<file path="config.mk">
export PLATFORM = sky130hd
export DESIGN_NAME = divider_4
export DESIGN_NICKNAME = d
export VERILOG_FILES = /design/src/rtl/divider_4.sv
export SDC_FILE = /design/constraint.sdc
export NUM_CORES = 1
export LEC_CHECK = 0
export BUFFER_PORTS_ARGS = -buffer_cell sky130_fd_sc_hd__buf_4
export CAP_MARGIN = 20
export CORE_ASPECT_RATIO = 0.75
export CORE_MARGIN = 5
export CORE_UTILIZATION = 35
export CTS_CLUSTER_DIAMETER = 200
export DETAILED_ROUTE_END_ITERATION = 12
export PLACE_DENSITY = 0.62
export SLEW_MARGIN = 15
export SYNTH_ARGS = -nofsm -noshare
export SYNTH_HDL_FRONTEND = slang
export SYNTH_SLANG_ARGS = --single-unit
</file>
<file path="constraint.sdc">
create_clock -name clk -period 1.5 [get_ports clk]
set_input_delay 0.15 -clock clk [delete_from_list [all_inputs] [get_ports clk]]
set_output_delay 0.15 -clock clk [all_outputs]
set_load 0.03 [all_outputs]
</file>
<file path="src/rtl/divider_4.sv">
// divider_4: free-running divide-by-4 clock-enable source.
// A 2-bit phase counter drives registered divide-by-2, divide-by-4 and
// 90-degree-shifted divide-by-4 waves, a once-per-period tick, a wrapping
// count of completed periods and a sticky lock flag.
// Every output is a flop. Each flop's next value is decoded from the
// next phase rather than the current one, so the output lines up with the
// phase register after the same edge.
module divider_4 #(
    parameter int unsigned CNT_W = 16
) (
    input  logic             clk,
    input  logic             rst,
    output logic [1:0]       phase,
    output logic             clk_div2,
    output logic             clk_div4,
    output logic             clk_div4_q,
    output logic             tick,
    output logic [CNT_W-1:0] period_cnt,
    output logic             locked
);

    // Declaration initialisers give every flop its reset value at power-up,
    // so outputs are defined even if no reset edge is ever sampled.
    logic [1:0]       phase_q      = 2'd0;
    logic             clk_div2_q   = 1'b0;
    logic             clk_div4_r   = 1'b0;
    logic             clk_div4_q_r = 1'b0;
    logic             tick_q       = 1'b0;
    logic [CNT_W-1:0] period_cnt_q = '0;
    logic             locked_q     = 1'b0;

    logic [1:0]       phase_d;
    logic             clk_div2_d;
    logic             clk_div4_d;
    logic             clk_div4_q_d;
    logic             tick_d;
    logic [CNT_W-1:0] period_cnt_d;
    logic             locked_d;
    logic             wrap;

    // Next-state: advance phase and decode the waves from the new phase.
    always_comb begin
        phase_d      = phase_q;
        clk_div2_d   = 1'b0;
        clk_div4_d   = 1'b0;
        clk_div4_q_d = 1'b0;
        tick_d       = 1'b0;
        period_cnt_d = period_cnt_q;
        locked_d     = locked_q;
        wrap         = (phase_q == 2'd3);

        phase_d      = phase_q + 2'd1;
        clk_div2_d   = phase_d[0];
        clk_div4_d   = phase_d[1];
        // High in phases 1 and 2: leads clk_div4 by one cycle.
        clk_div4_q_d = phase_d[0] ^ phase_d[1];
        tick_d       = (phase_d == 2'd3);

        if (wrap) begin
            period_cnt_d = period_cnt_q + CNT_W'(1);
            locked_d     = 1'b1;
        end
    end

    // State registers; reset takes priority over counting.
    always_ff @(posedge clk) begin
        if (rst) begin
            phase_q      <= 2'd0;
            clk_div2_q   <= 1'b0;
            clk_div4_r   <= 1'b0;
            clk_div4_q_r <= 1'b0;
            tick_q       <= 1'b0;
            period_cnt_q <= '0;
            locked_q     <= 1'b0;
        end else begin
            phase_q      <= phase_d;
            clk_div2_q   <= clk_div2_d;
            clk_div4_r   <= clk_div4_d;
            clk_div4_q_r <= clk_div4_q_d;
            tick_q       <= tick_d;
            period_cnt_q <= period_cnt_d;
            locked_q     <= locked_d;
        end
    end

    assign phase      = phase_q;
    assign clk_div2   = clk_div2_q;
    assign clk_div4   = clk_div4_r;
    assign clk_div4_q = clk_div4_q_r;
    assign tick       = tick_q;
    assign period_cnt = period_cnt_q;
    assign locked     = locked_q;

endmodule

</file>
### After elaboration in Yosys (flattened, before gate mapping)

Cells that the tools add are included.

* register bits: 23
* bits of input ports: 2
* output and inout bits: 23
* word-level logic and storage cells: 12

* add/subtract/negate cells: 2
* eq/ne operators: 2
* bitwise gates (word level): 1

Operators with widths (count)
* adder 16 x 1 -> 16 bit (second input constant): 1
* == test 2 bit (second input constant): 2
* adder 2 x 1 -> 2 bit (second input constant): 1
* bitwise XOR 1 bit: 1

### Logic depth before layout (Yosys ltp)

* depth in word-level cells: 2
* depth in mapped cells: 6
* depth with buffers taken out: 5

### Worst setup path before layout

No wires, ideal clock.

* kind: flip-flop to flip-flop
* from: register phase_q[0] (netlist: phase[0])
* to: register period_cnt_q[5] (netlist: period_cnt[5])
* arrival time: 1.590 ns
* data required time: 1.429 ns
* setup slack: -0.161 ns
* stages on the path, launching flop included: 6
* cell sequence: dfxtp_1 ha_1 buf_4 nand4_1 or3_1 a21oi_1

* word-level cells in the longest chain between the ends: 1

Ends and longest elaborated chain
* start: declaration: RTL line 24 `logic [1:0] phase_q = 2'd0;`
* start signal: assignment: RTL line 76 `phase_q <= phase_d;`
* == test 2 bit: RTL line 50 `wrap = (phase_q == 2'd3);`
* end signal: assignment: RTL line 81 `period_cnt_q <= period_cnt_d;`
* end: declaration: RTL line 29 `logic [CNT_W-1:0] period_cnt_q = '0;`

No other way between the ends.
A chain may end at the register's enable or synchronous reset.

### Final worst setup path

* from: register phase_q[1] (netlist: phase[1])
* to: register period_cnt_q[14] (netlist: period_cnt[14])

Same word-level chain as after synthesis.

==> impl_summary.log <==
[metrics] status: complete, no violations
[metrics] most area-hungry cell type in the Yosys netlist: sky130_fd_sc_hd__dfxtp_1
[metrics] flip-flop and latch count after synthesis: 21
[metrics] number of antenna violations at the first check in global routing: 0
[metrics] worst-case clock skew: about 0.0028 ns
[metrics] buffer levels on the longest clock path: 2
[metrics] net switching power: ~0.26 mW
[metrics] number of detailed-routing iterations run before antenna repair: 4
[metrics] worst-path maximum fanout: 6
[metrics] Area growth syn-to-layout: 30.8%
[metrics] Reg clk slew, reported paths: ~0.070 ns
[metrics] Slew HR: 81.2%
[metrics] post-synth net total: around 110
[metrics] number of global-route vias before repair: roughly 770
[metrics] TritonCTS clock tree: built
[metrics] fraction of post-synthesis cell area in the top cell type by area: a little over two fifths
[metrics] startpoint-to-endpoint class of the critical path: flip-flop to flip-flop
[metrics] sequential-to-total area share from yosys stat: a little over two fifths
[metrics] I/O pin total: 25
[metrics] number of levels in the clock H-tree: 1
[metrics] die area: just under 4000 sq um
[metrics] Pleak: a little over 0.5 nW
[metrics] internal power contribution: approximately 0.81 mW
[metrics] fraction of final layout cells with drive strength greater than 1: 37.3%
[metrics] Vias/cell: about 4.6
[metrics] Mapped Cells: ~100
[metrics] Register Area: ~430 sq um
[metrics] DRT Wirelength: 1.96 mm
[metrics] overall overflow remaining after global route: 0
[metrics] number of different library cells in the post-synthesis netlist: 23
[metrics] upper clock frequency limit: slightly above 0.7 GHz
[metrics] y dimension of the die: between 50 and 60 microns
[metrics] # Max-Cap Violations: 0
[metrics] crit path cell chain: ha_2, nand4_4, nor2_1, nand3_1, mux2_2
[metrics] unrepaired setup endpoints after global routing: false
[metrics] wire length per cell after detailed routing: around 12 microns
[metrics] Clk Latency, worst-skew pair: 0.26 ns
[metrics] capturing element type of the critical path: flip-flop
[metrics] Placeable Area: ~2600 sq um
[metrics] Routed Antenna Nets: 0
[metrics] required arrival time at the worst endpoint: 1.65 ns
[metrics] cell with the biggest individual delay on the critical path: sky130_fd_sc_hd__dfxtp_2
[metrics] power per cell area: approximately 840 nW/um^2
[metrics] count of standard-cell rows: 16
[metrics] startpoint class of the critical path: flip-flop
[metrics] aggregate global-route resource usage: between 10 and 15%
[metrics] placer congestion estimate: approximately 0.76
[metrics] number of diodes: 0
[metrics] most common cell after layout, fill and taps aside: sky130_fd_sc_hd__buf_4
[metrics] clock group share of total power: ~34%
[metrics] mean post-synth cell area: approximately 9.3 sq um
[metrics] clock sink count: 21
[metrics] part of the power in combinational logic: a little under an eighth
[metrics] count of yosys warnings during synthesis: 0
[metrics] DRC: 0
[metrics] type of the most critical hold path: input pin to flip-flop
[metrics] TritonCTS Buffers: 3
[metrics] Post-DP HPWL: 1.53 mm
[metrics] number of I/O port buffers: 24
[metrics] transition at the pin with the smallest max-transition slack: about 0.28 ns
[metrics] count of nets after finishing: 140
[metrics] horizontal extent of the die: 70.8 microns
[metrics] fill cell total of the finished layout: about 270
[metrics] non-filler cells, final: 170
[metrics] fraction of power spent switching nets: between 20% and 30%
[metrics] Max Slew Vio Count: 0
[metrics] final number of setup-violating endpoints: 0
[metrics] initial cell density of the core: 36.7%
[metrics] summed instance area of the synthesized netlist: around 970 sq um
[metrics] sequential share of power: 54.3%
[metrics] global-route wire length before repair: between 3 and 4 mm
[metrics] clock period minus worst slack: ~1.4 ns
[metrics] number of hold-slack violations in the final timing report: 0
[metrics] CTS Root Cell: sky130_fd_sc_hd__clkbuf_8
[metrics] top cells by area, synth: sky130_fd_sc_hd__dfxtp_1 43%, sky130_fd_sc_hd__nor2_1 8.1%, sky130_fd_sc_hd__xnor2_1 8.1%, sky130_fd_sc_hd__nand4_4 4.4%, sky130_fd_sc_hd__ha_1 3.9%
[metrics] number of DRC violations after detailed-routing iteration 0: 16
[metrics] count of placed standard cells including taps: between 150 and 200
[metrics] CP max stage delay: 0.35 ns
[metrics] Worst Path Arrival: 1.56 ns
[metrics] count of buffers added by post-CTS timing repair for setup: 0
[metrics] area of the multi-input gates: slightly below 500 sq um
[metrics] total number of vias: roughly 790
[metrics] ratio of final minimum period to clock period: a little over nine tenths
[metrics] commonest non-fill, non-tap cells in the layout: 33 x sky130_fd_sc_hd__buf_4, 21 x sky130_fd_sc_hd__nor2_1, 17 x sky130_fd_sc_hd__dfxtp_1
[metrics] pin count of the biggest net entering global routing: 24
[metrics] setup TNS: 0 ns
[metrics] maximum VDD drop: ~0.45 mV
==> worst max-delay path: cells and delay by family (launching register included) <==
kind | cells | cell delay (ns)
fa+ha+maj | 1 | 0.26
flops | 1 | 0.35
mux | 1 | 0.27
simple gates | 3 | 0.41
==> flip-flops by register name, indices dropped and copies added, names as in the netlist <==
| register | count |
|---|---|
| phase | 2 |
| period_cnt | 16 |
| locked | 1 |
| tick | 1 |
| clk_div4_q | 1 |
==> power by group through the flow <==
stage               sequential [mW]  clock, mW  combinational (mW)
finish                        0.580      0.365               0.123
global route                  0.582      0.405               0.132
CTS                           0.580      0.384               0.125
detailed placement            0.593          0               0.124
global placement              0.592          0               0.123
floorplan                     0.625          0              0.0532
==> cell usage after synthesis (all sizes together) <==
| cell | instances |
|---|---|
| nand2 | 5 |
| clkbuf | 2 |
| ha | 3 |
| nor2b | 3 |
| o21ai | 2 |
| a21oi | 2 |
| inv | 3 |
| nand3 | 8 |
| mux2i | 1 |
| xor2 | 3 |
| or3 | 2 |
| dfxtp | 21 |
| xnor2 | 9 |
| nor3 | 5 |
| nand4 | 4 |
| nor4 | 3 |
| nor2 | 21 |
| mux2 | 2 |
| buf | 5 |
==> area by class of cell <==
class,instances,area share [%]
Clock buffer,4,3.55
Inverter,3,0.888
Multi-Input combinational cell,73,39.0
Sequential cell,21,33.5
Tap cell,36,3.55
Timing Repair Buffer,33,19.5
==> metal layers <==
metal	vias up	part of all wire, %	GRT usage (%)
met5	-	0	0
met4	0	1.4	4.83
met3	4	6.1	4.69
met2	18	45	16.5
met1	354	47	13.2
li1	409	-	-
==> cells by family after synthesis <==
kind of cell,synth area share [%]
fa+ha+maj,3.87
buf+inv,5.93
mux,3.35
flops,43.4
simple gates,30.6
xor+xnor,10.8
compound gates,2.06
==> metrics by stage <==
stage          area, sq um  utilization, %  hold slack [ns]  power (mW)  setup slack [ns]
2_1_floorplan          975               -            0.375       0.678           0.00599
3_3_place_gp          1220            46.2            0.459       0.715            0.0853
3_5_place_dp          1220            46.2            0.484       0.717            0.0125
4_1_cts               1270            48.0            0.204        1.09            0.0826
5_1_grt               1270            48.0            0.237        1.12            0.0116
6_report              1270            48.0            0.208        1.07            0.0912
==> final timing paths <==
path / startpoint / to / slack (ns) / cells after the start
worst max-delay path: phase[1] / period_cnt[14] / 0.09 / 5
worst min-delay path: rst / phase[0] / 0.21 / 2
worst max register to register: phase[1] / period_cnt[14] / 0.09 / 5
worst min register to register: locked / locked / 0.50 / 2
==> repair_timing <==
item                                    in CTS  in global routing
endpoints found under the hold margin        0                  0
resized for setup                            1                  0
endpoints found under the setup margin       3                  0
hold buffers                                 0                  0
(Power assumes the default switching activity.)
